File: src/rtl/slc3_mem_pkg.sv
// Shared types and constants for the SRAM access arbiter.
package slc3_mem_pkg;

  // Largest supported number of extra strobe cycles (3-bit strobe counter).
  localparam int unsigned WaitCyclesMax = 7;

  typedef enum logic [1:0] {
    StIdle,
    StRead,
    StWrite,
    StDone
  } state_e;

  typedef enum logic {
    CPU = 1'b0,
    DBG = 1'b1
  } port_id_t;

  // Round-robin partner of a requester.
  function automatic port_id_t other_port(input port_id_t p);
    return (p == CPU) ? DBG : CPU;
  endfunction

endpackage

File: src/rtl/mem_arb_rr.sv
// Two-way round-robin grant selection with the last-grant register.
// Optional macro ARB_LOCK_EN adds lock_i, which keeps the CPU out while the
// debug port holds the last grant.
module mem_arb_rr
  import slc3_mem_pkg::*;
(
  input  logic clk_i,
  input  logic reset_i,
  input  logic req_cpu_i,
  input  logic req_dbg_i,
`ifdef ARB_LOCK_EN
  input  logic lock_i,
`endif
  input  logic take_i,
  output logic gnt_valid_o,
  output logic gnt_dbg_o
);

  port_id_t last_q, last_d;
  port_id_t gnt_id;
  logic     cpu_eligible;

  // Pick a winner from the current requests and the last grant.
  always_comb begin
    gnt_valid_o = 1'b0;
    gnt_id      = CPU;
`ifdef ARB_LOCK_EN
    cpu_eligible = req_cpu_i & ~(lock_i & (last_q == DBG));
`else
    cpu_eligible = req_cpu_i;
`endif
    if (cpu_eligible && req_dbg_i) begin
      gnt_valid_o = 1'b1;
      gnt_id      = other_port(last_q);
    end else if (cpu_eligible) begin
      gnt_valid_o = 1'b1;
      gnt_id      = CPU;
    end else if (req_dbg_i) begin
      gnt_valid_o = 1'b1;
      gnt_id      = DBG;
    end
    gnt_dbg_o = (gnt_id == DBG);
    last_d    = (take_i && gnt_valid_o) ? gnt_id : last_q;
  end

  // Last-grant register; DBG after reset so the CPU wins the first tie.
  always_ff @(posedge clk_i) begin
    if (reset_i) begin
      last_q <= DBG;
    end else begin
      last_q <= last_d;
    end
  end

endmodule

File: src/rtl/mem_access_arbiter.sv
// Arbitrates CPU and debug requesters onto one asynchronous SRAM port.
// Each access: IDLE (grant + latch) -> READ/WRITE for WAIT_CYCLES+1 cycles
// -> DONE (one-cycle ack) -> IDLE. All SRAM strobes are active-low and
// registered. Define ARB_LOCK_EN to add the dbg_lock input.
module mem_access_arbiter
  import slc3_mem_pkg::*;
#(
  parameter int unsigned WAIT_CYCLES = 1
) (
  input  logic        Clk,
  input  logic        Reset,
  input  logic        cpu_req,
  input  logic        cpu_we,
  input  logic [15:0] cpu_addr,
  input  logic [15:0] cpu_wdata,
  input  logic        dbg_req,
  input  logic        dbg_we,
  input  logic [15:0] dbg_addr,
  input  logic [15:0] dbg_wdata,
`ifdef ARB_LOCK_EN
  input  logic        dbg_lock,
`endif
  output logic        cpu_ack,
  output logic        dbg_ack,
  output logic [15:0] rdata,
  output logic [15:0] mem_addr,
  output logic [15:0] mem_wdata,
  output logic        mem_drive,
  input  logic [15:0] mem_rdata,
  output logic        Mem_CE,
  output logic        Mem_OE,
  output logic        Mem_WE,
  output logic        Mem_UB,
  output logic        Mem_LB
);

  // Out-of-range settings saturate at the counter's reach.
  localparam logic [2:0] WaitLast =
      (WAIT_CYCLES > WaitCyclesMax) ? 3'(WaitCyclesMax) : 3'(WAIT_CYCLES);

  state_e      state_q, state_d;
  logic [2:0]  cnt_q, cnt_d;
  port_id_t    owner_q, owner_d;
  logic        we_q, we_d;
  logic [15:0] addr_q, addr_d;
  logic [15:0] wdata_q, wdata_d;
  logic [15:0] rdata_q, rdata_d;

  logic ack_cpu_q, ack_cpu_d;
  logic ack_dbg_q, ack_dbg_d;
  logic ce_n_q, ce_n_d;
  logic oe_n_q, oe_n_d;
  logic we_n_q, we_n_d;
  logic drive_q, drive_d;

  logic     gnt_valid;
  logic     gnt_dbg;
  port_id_t gnt_id;

  assign gnt_id = port_id_t'(gnt_dbg);

  mem_arb_rr u_arb (
    .clk_i      (Clk),
    .reset_i    (Reset),
    .req_cpu_i  (cpu_req),
    .req_dbg_i  (dbg_req),
`ifdef ARB_LOCK_EN
    .lock_i     (dbg_lock),
`endif
    .take_i     (state_q == StIdle),
    .gnt_valid_o(gnt_valid),
    .gnt_dbg_o  (gnt_dbg)
  );

  // Next state: grant and latch in IDLE, count strobe cycles, capture read data.
  always_comb begin
    state_d = state_q;
    cnt_d   = cnt_q;
    owner_d = owner_q;
    we_d    = we_q;
    addr_d  = addr_q;
    wdata_d = wdata_q;
    rdata_d = rdata_q;
    unique case (state_q)
      StIdle: begin
        if (gnt_valid) begin
          owner_d = gnt_id;
          if (gnt_id == DBG) begin
            we_d    = dbg_we;
            addr_d  = dbg_addr;
            wdata_d = dbg_wdata;
          end else begin
            we_d    = cpu_we;
            addr_d  = cpu_addr;
            wdata_d = cpu_wdata;
          end
          cnt_d   = '0;
          state_d = we_d ? StWrite : StRead;
        end
      end
      StRead, StWrite: begin
        if (cnt_q == WaitLast) begin
          cnt_d   = '0;
          state_d = StDone;
          if (state_q == StRead) begin
            rdata_d = mem_rdata;
          end
        end else begin
          cnt_d = cnt_q + 3'd1;
        end
      end
      StDone: begin
        state_d = StIdle;
      end
      default: begin
        state_d = StIdle;
      end
    endcase
  end

  // Strobes and acks decoded from the next state so they leave a flop cleanly.
  always_comb begin
    ce_n_d    = 1'b1;
    oe_n_d    = 1'b1;
    we_n_d    = 1'b1;
    drive_d   = 1'b0;
    ack_cpu_d = 1'b0;
    ack_dbg_d = 1'b0;
    unique case (state_d)
      StRead: begin
        ce_n_d = 1'b0;
        oe_n_d = 1'b0;
      end
      StWrite: begin
        ce_n_d  = 1'b0;
        we_n_d  = 1'b0;
        drive_d = 1'b1;
      end
      StDone: begin
        ack_cpu_d = (owner_d == CPU);
        ack_dbg_d = (owner_d == DBG);
      end
      default: begin
      end
    endcase
  end

  // State and output registers; reset aborts any access without an ack.
  always_ff @(posedge Clk) begin
    if (Reset) begin
      state_q   <= StIdle;
      cnt_q     <= '0;
      owner_q   <= CPU;
      we_q      <= 1'b0;
      addr_q    <= '0;
      wdata_q   <= '0;
      rdata_q   <= '0;
      ack_cpu_q <= 1'b0;
      ack_dbg_q <= 1'b0;
      ce_n_q    <= 1'b1;
      oe_n_q    <= 1'b1;
      we_n_q    <= 1'b1;
      drive_q   <= 1'b0;
    end else begin
      state_q   <= state_d;
      cnt_q     <= cnt_d;
      owner_q   <= owner_d;
      we_q      <= we_d;
      addr_q    <= addr_d;
      wdata_q   <= wdata_d;
      rdata_q   <= rdata_d;
      ack_cpu_q <= ack_cpu_d;
      ack_dbg_q <= ack_dbg_d;
      ce_n_q    <= ce_n_d;
      oe_n_q    <= oe_n_d;
      we_n_q    <= we_n_d;
      drive_q   <= drive_d;
    end
  end

  assign cpu_ack   = ack_cpu_q;
  assign dbg_ack   = ack_dbg_q;
  assign rdata     = rdata_q;
  assign mem_addr  = addr_q;
  assign mem_wdata = wdata_q;
  assign mem_drive = drive_q;
  assign Mem_CE    = ce_n_q;
  assign Mem_OE    = oe_n_q;
  assign Mem_WE    = we_n_q;
  assign Mem_UB    = ce_n_q;
  assign Mem_LB    = ce_n_q;

endmodule

File: config.mk
export PLATFORM = sky130hd
export DESIGN_NAME = mem_access_arbiter
export DESIGN_NICKNAME = d
export VERILOG_FILES = /design/src/rtl/slc3_mem_pkg.sv /design/src/rtl/mem_arb_rr.sv /design/src/rtl/mem_access_arbiter.sv
export SDC_FILE = /design/constraint.sdc
export NUM_CORES = 1
export LEC_CHECK = 0
export CAP_MARGIN = 20
export CELL_PAD_IN_SITES_DETAIL_PLACEMENT = 1
export CELL_PAD_IN_SITES_GLOBAL_PLACEMENT = 2
export CORE_MARGIN = 5
export CORE_UTILIZATION = 20
export CTS_BUF_LIST = sky130_fd_sc_hd__clkbuf_4 sky130_fd_sc_hd__clkbuf_8
export DETAILED_ROUTE_END_ITERATION = 6
export PLACE_DENSITY_LB_ADDON = 0.1
export SYNTH_ARGS = -nofsm -noshare
export SYNTH_HDL_FRONTEND = slang
export SYNTH_SLANG_ARGS = --single-unit
File: constraint.sdc
create_clock -name Clk -period 1.6 [get_ports Clk]
set_input_delay 0.48 -clock Clk [delete_from_list [all_inputs] [get_ports Clk]]
set_output_delay 0.48 -clock Clk [all_outputs]
set_load 0.02 [all_outputs]
==> results.py <==
metrics = {
    "status": {
        "outcome": "finished clean",
    },
    "critical_path": {
        "critPathMaxFanout": 3,
        "crit_family": "flip-flops",
        "path_buf_inv": 1,
        "path_cells": "dlygate4sd2_1",
        "r2r_cells": 8,
        "worstSetupPathType": "reg -> out",
        "worstPathArrival_ps": 1070,
        "max_stage_delay_ps": 370,
        "r2r_end": "rdata[6]",
        "worstSetupStartpointType": "flop",
        "timing.reg2reg.setup_slack_ps": 60,
        "required_ps": 1120,
        "rr_startpoint": "state_q[1]",
        "worstSetupEndpointType": "output port",
        "slowest_stage": "dfxtp_1",
    },
    "cts": {
        "cts_inserted_buffers": 9,
        "clk_latency_ps": 350,
        "clk_pin_slew_ps": 70,
        "cts_hold_buf": 0,
        "ctsLongestPathBuffers": 2,
        "cts_root_buf": "clkbuf_8",
        "htree_levels": 3,
        "cts_num_sinks": 61,
        "cts_tree": "built",
    },
    "sta": {
        "rsz0062_at_grt": "true",
        "min_period_over_period_pct": 96.7,
        "setup-tns-final_ps": 0,
        "worst_pin_slew_ps": 374,
        "max_freq_mhz": 646,
        "drv_slew": 0,
        "fin_skew_ps": 7.81,
        "max_slew_margin_pct": 75.1,
        "min_period_ps": 1550,
        "finalSetupViolations": 0,
        "hold_violations": 0,
    },
    "synthesis": {
        "synth-compound-area-share_pct": 14.2,
        "synth-simple-area-share_pct": 12.3,
        "yosysSeqAreaShare_pct": 46.6,
        "synth-warning-count": 0,
        "postSynthCellCount": 262,
        "synth_mux_area_share_pct": 18.3,
        "synth_adder_area_share_pct": 0.955,
        "synth_top_family_by_area": "multiplexers",
        "syn-num-nets": 350,
        "synthXorXnorAreaFrac_pct": 0.669,
        "ys_ff_latch": 61,
        "synth_cell_type_count": 35,
        "syn_avg_cell_area_um2": 10.0,
        "synth_area_mm2": 0.00262,
    },
    "cells_and_area": {
        "syn2layout_area_growth_pct": 71.9,
        "n_fill_cell": 1502,
        "fin_nets": 500,
        "stdcell_count": 589,
        "layout-drive-gt1-share_pct": 13.4,
        "antennaDiodeCount": 0,
    },
    "die": {
        "rows": 41,
        "die-height_um": 124,
        "die_w_um": 124,
        "die-area_mm2": 0.0155,
        "start_util_pct": 20.6,
        "ioPinCount": 142,
        "core_area_mm2": 0.0127,
    },
    "route": {
        "first_pass_iters": 3,
        "via_count": 2438,
        "drc_errors": 0,
        "routed_wirelength_um": 9060,
        "viasPerCell": 4.14,
        "dr.first_iter.drc_count": 40,
        "wl_per_cell_um": 15.4,
        "antenna_left": 0,
    },
    "placed_design": {
        "gp_congestion": 0.672,
        "place_hpwl_um": 6500,
        "dp.cells": 568,
        "port_buffers": 141,
    },
    "pwr": {
        "power_density_mw_per_mm2": 1200,
        "ir_drop_v": 0.000352,
        "leakagePower_nw": 2.03,
    },
    "global_route": {
        "antenna_found_initial": 0,
        "grt_max_degree": 65,
        "grt_pass1_wl_um": 13800,
        "grt_pass1_vias": 2537,
        "overflow": 0,
        "grtUsageTotal_pct": 11.4,
    },
    "job": {
        "maxCapViolCount": 0,
    },
    "hold_path": {
        "worstHoldStart": "Reset",
        "holdPathEnd": "dbg_ack",
        "whs_path_depth": 2,
        "min_path_type": "in -> reg",
    },
}
## through the flow
step / instance area [um2] / hold slack [ps] / setup WS [ps] / utilization (%) / power [mW]
3_5_place_dp: 4240 / 484 / -556 / 33.3 / 4.07
6_report: 4500 / 435 / 52.2 / 35.4 / 5.39
3_3_place_gp: 4240 / 475 / -506 / 33.3 / 4.05
5_1_grt: 4500 / 410 / -16.8 / 35.4 / 5.77
4_1_cts: 4420 / 403 / -1.63 / 34.7 / 5.40
2_1_floorplan: 2630 / 473 / 2.87 / - / 3.10
## cell usage in the layout, fill, tap and decap left out, types with 2 or more instances in the layout
cell type        count
a211oi_1            32
a21oi_1              2
a22oi_2              2
buf_12               3
buf_4               15
clkbuf_16            2
clkbuf_4             3
clkbuf_8            13
clkdlybuf4s15_1      2
clkdlybuf4s50_1     82
dfxtp_1             59
dfxtp_2              2
dlygate4sd2_1       56
inv_2                2
mux2i_1             46
mux2i_2              2
nand2_1              6
nand2b_1             2
nor2_1              54
nor3_1               2
nor3b_1              2
o21a_1               3
o21ai_2              2
## Yosys cell counts
| cell | number | share of area [%] |
|---|---|---|
| a211o_1 | 1 | 0.33 |
| nor3_2 | 1 | 0.38 |
| a21oi_1 | 3 | 0.57 |
| nand4b_1 | 1 | 0.33 |
| o21a_2 | 1 | 0.33 |
| buf_6 | 2 | 0.86 |
| buf_4 | 4 | 1.1 |
| o22ai_4 | 1 | 0.76 |
| a22oi_1 | 2 | 0.57 |
| nor2b_1 | 2 | 0.48 |
| clkbuf_1 | 9 | 1.3 |
| nand2b_1 | 2 | 0.48 |
| buf_12 | 3 | 2.3 |
| nand2_1 | 6 | 0.86 |
| buf_2 | 5 | 0.95 |
| xor2_1 | 1 | 0.33 |
| nor4_1 | 1 | 0.24 |
| mux2i_1 | 48 | 18 |
| nor2_1 | 54 | 7.7 |
| and3b_1 | 1 | 0.33 |
| o21ai_0 | 2 | 0.38 |
| inv_1 | 3 | 0.43 |
| a21boi_2 | 1 | 0.43 |
| and3_1 | 1 | 0.24 |
| a31oi_1 | 1 | 0.24 |
| nor3_1 | 2 | 0.38 |
| o21ai_1 | 1 | 0.19 |
| a211oi_1 | 32 | 9.2 |
| dfxtp_1 | 61 | 47 |
| or2_1 | 1 | 0.24 |
| ha_1 | 2 | 0.95 |
| o21a_1 | 3 | 0.86 |
| nor3b_1 | 2 | 0.57 |
| xnor2_1 | 1 | 0.33 |
| o21ai_2 | 1 | 0.33 |
## what timing repair did
| item | 4_1_cts | 5_1_grt |
|---|---|---|
| pin swaps | 4 | 1 |
| resized for setup | 67 | 11 |
| endpoints found under the setup margin | 102 | 58 |
| setup buffers | 2 | 1 |
| gates cloned | 0 | 2 |
## report_power, final
group | total [mW] | switching [mW] | leakage, nW | internal, mW
clock | 1.39 | 0.602 | 0.107 | 0.786
sequential | 1.91 | 0.132 | 0.502 | 1.78
combinational | 2.09 | 1.12 | 1.42 | 0.977
## layout make-up
type | instances | area (um2) | share of cell area [%]
Clock buffer | 16 | 201 | 4.47
Tap cell | 172 | 215 | 4.78
Timing Repair Buffer | 162 | 1570 | 34.9
Inverter | 3 | 11.3 | 0.250
Sequential cell | 61 | 1220 | 27.2
Multi-Input combinational cell | 175 | 1280 | 28.5
## layer usage
layer / part of all wire (%) / routed length [um] / global-route usage (%)
met5: 0 / 0 / 0
met4: 1.8 / 159 / 6.00
met3: 8.4 / 761 / 5.40
met2: 47 / 4230 / 17.0
met1: 43 / 3910 / 13.5
## worst max path at each step
stage,from,end,depth (start not counted)
after CTS,state_q[1],rdata[7],7
after global placement,cpu_req,mem_wdata[1],5
after global routing,Mem_CE,Mem_CE,1
after detailed placement,cpu_req,cpu_ack,6
after floorplan,state_q[0],rdata[7],8
final,Mem_CE,Mem_CE,1
## logic make-up (layout without fill, tap and decap cells)
family | after synthesis | after routing
fa+ha+maj | 2 | 2
buf+inv | 26 | 181
flops | 61 | 61
mux | 48 | 48
simple gates | 74 | 74
compound gates | 49 | 49
xor+xnor | 2 | 2
## state kept, by name (all words and copies together) (netlist names)
name / cells
mem_addr: 16
owner_q: 1
rdata: 16
cnt_q: 3
dbg_ack: 1
mem_wdata: 16
Mem_OE: 1
Mem_WE: 1
state_q: 2
Mem_CE: 1
cpu_ack: 1
mem_drive: 1
u_arb.last_q: 1
Note: power is estimated with default switching activity, not from simulation.
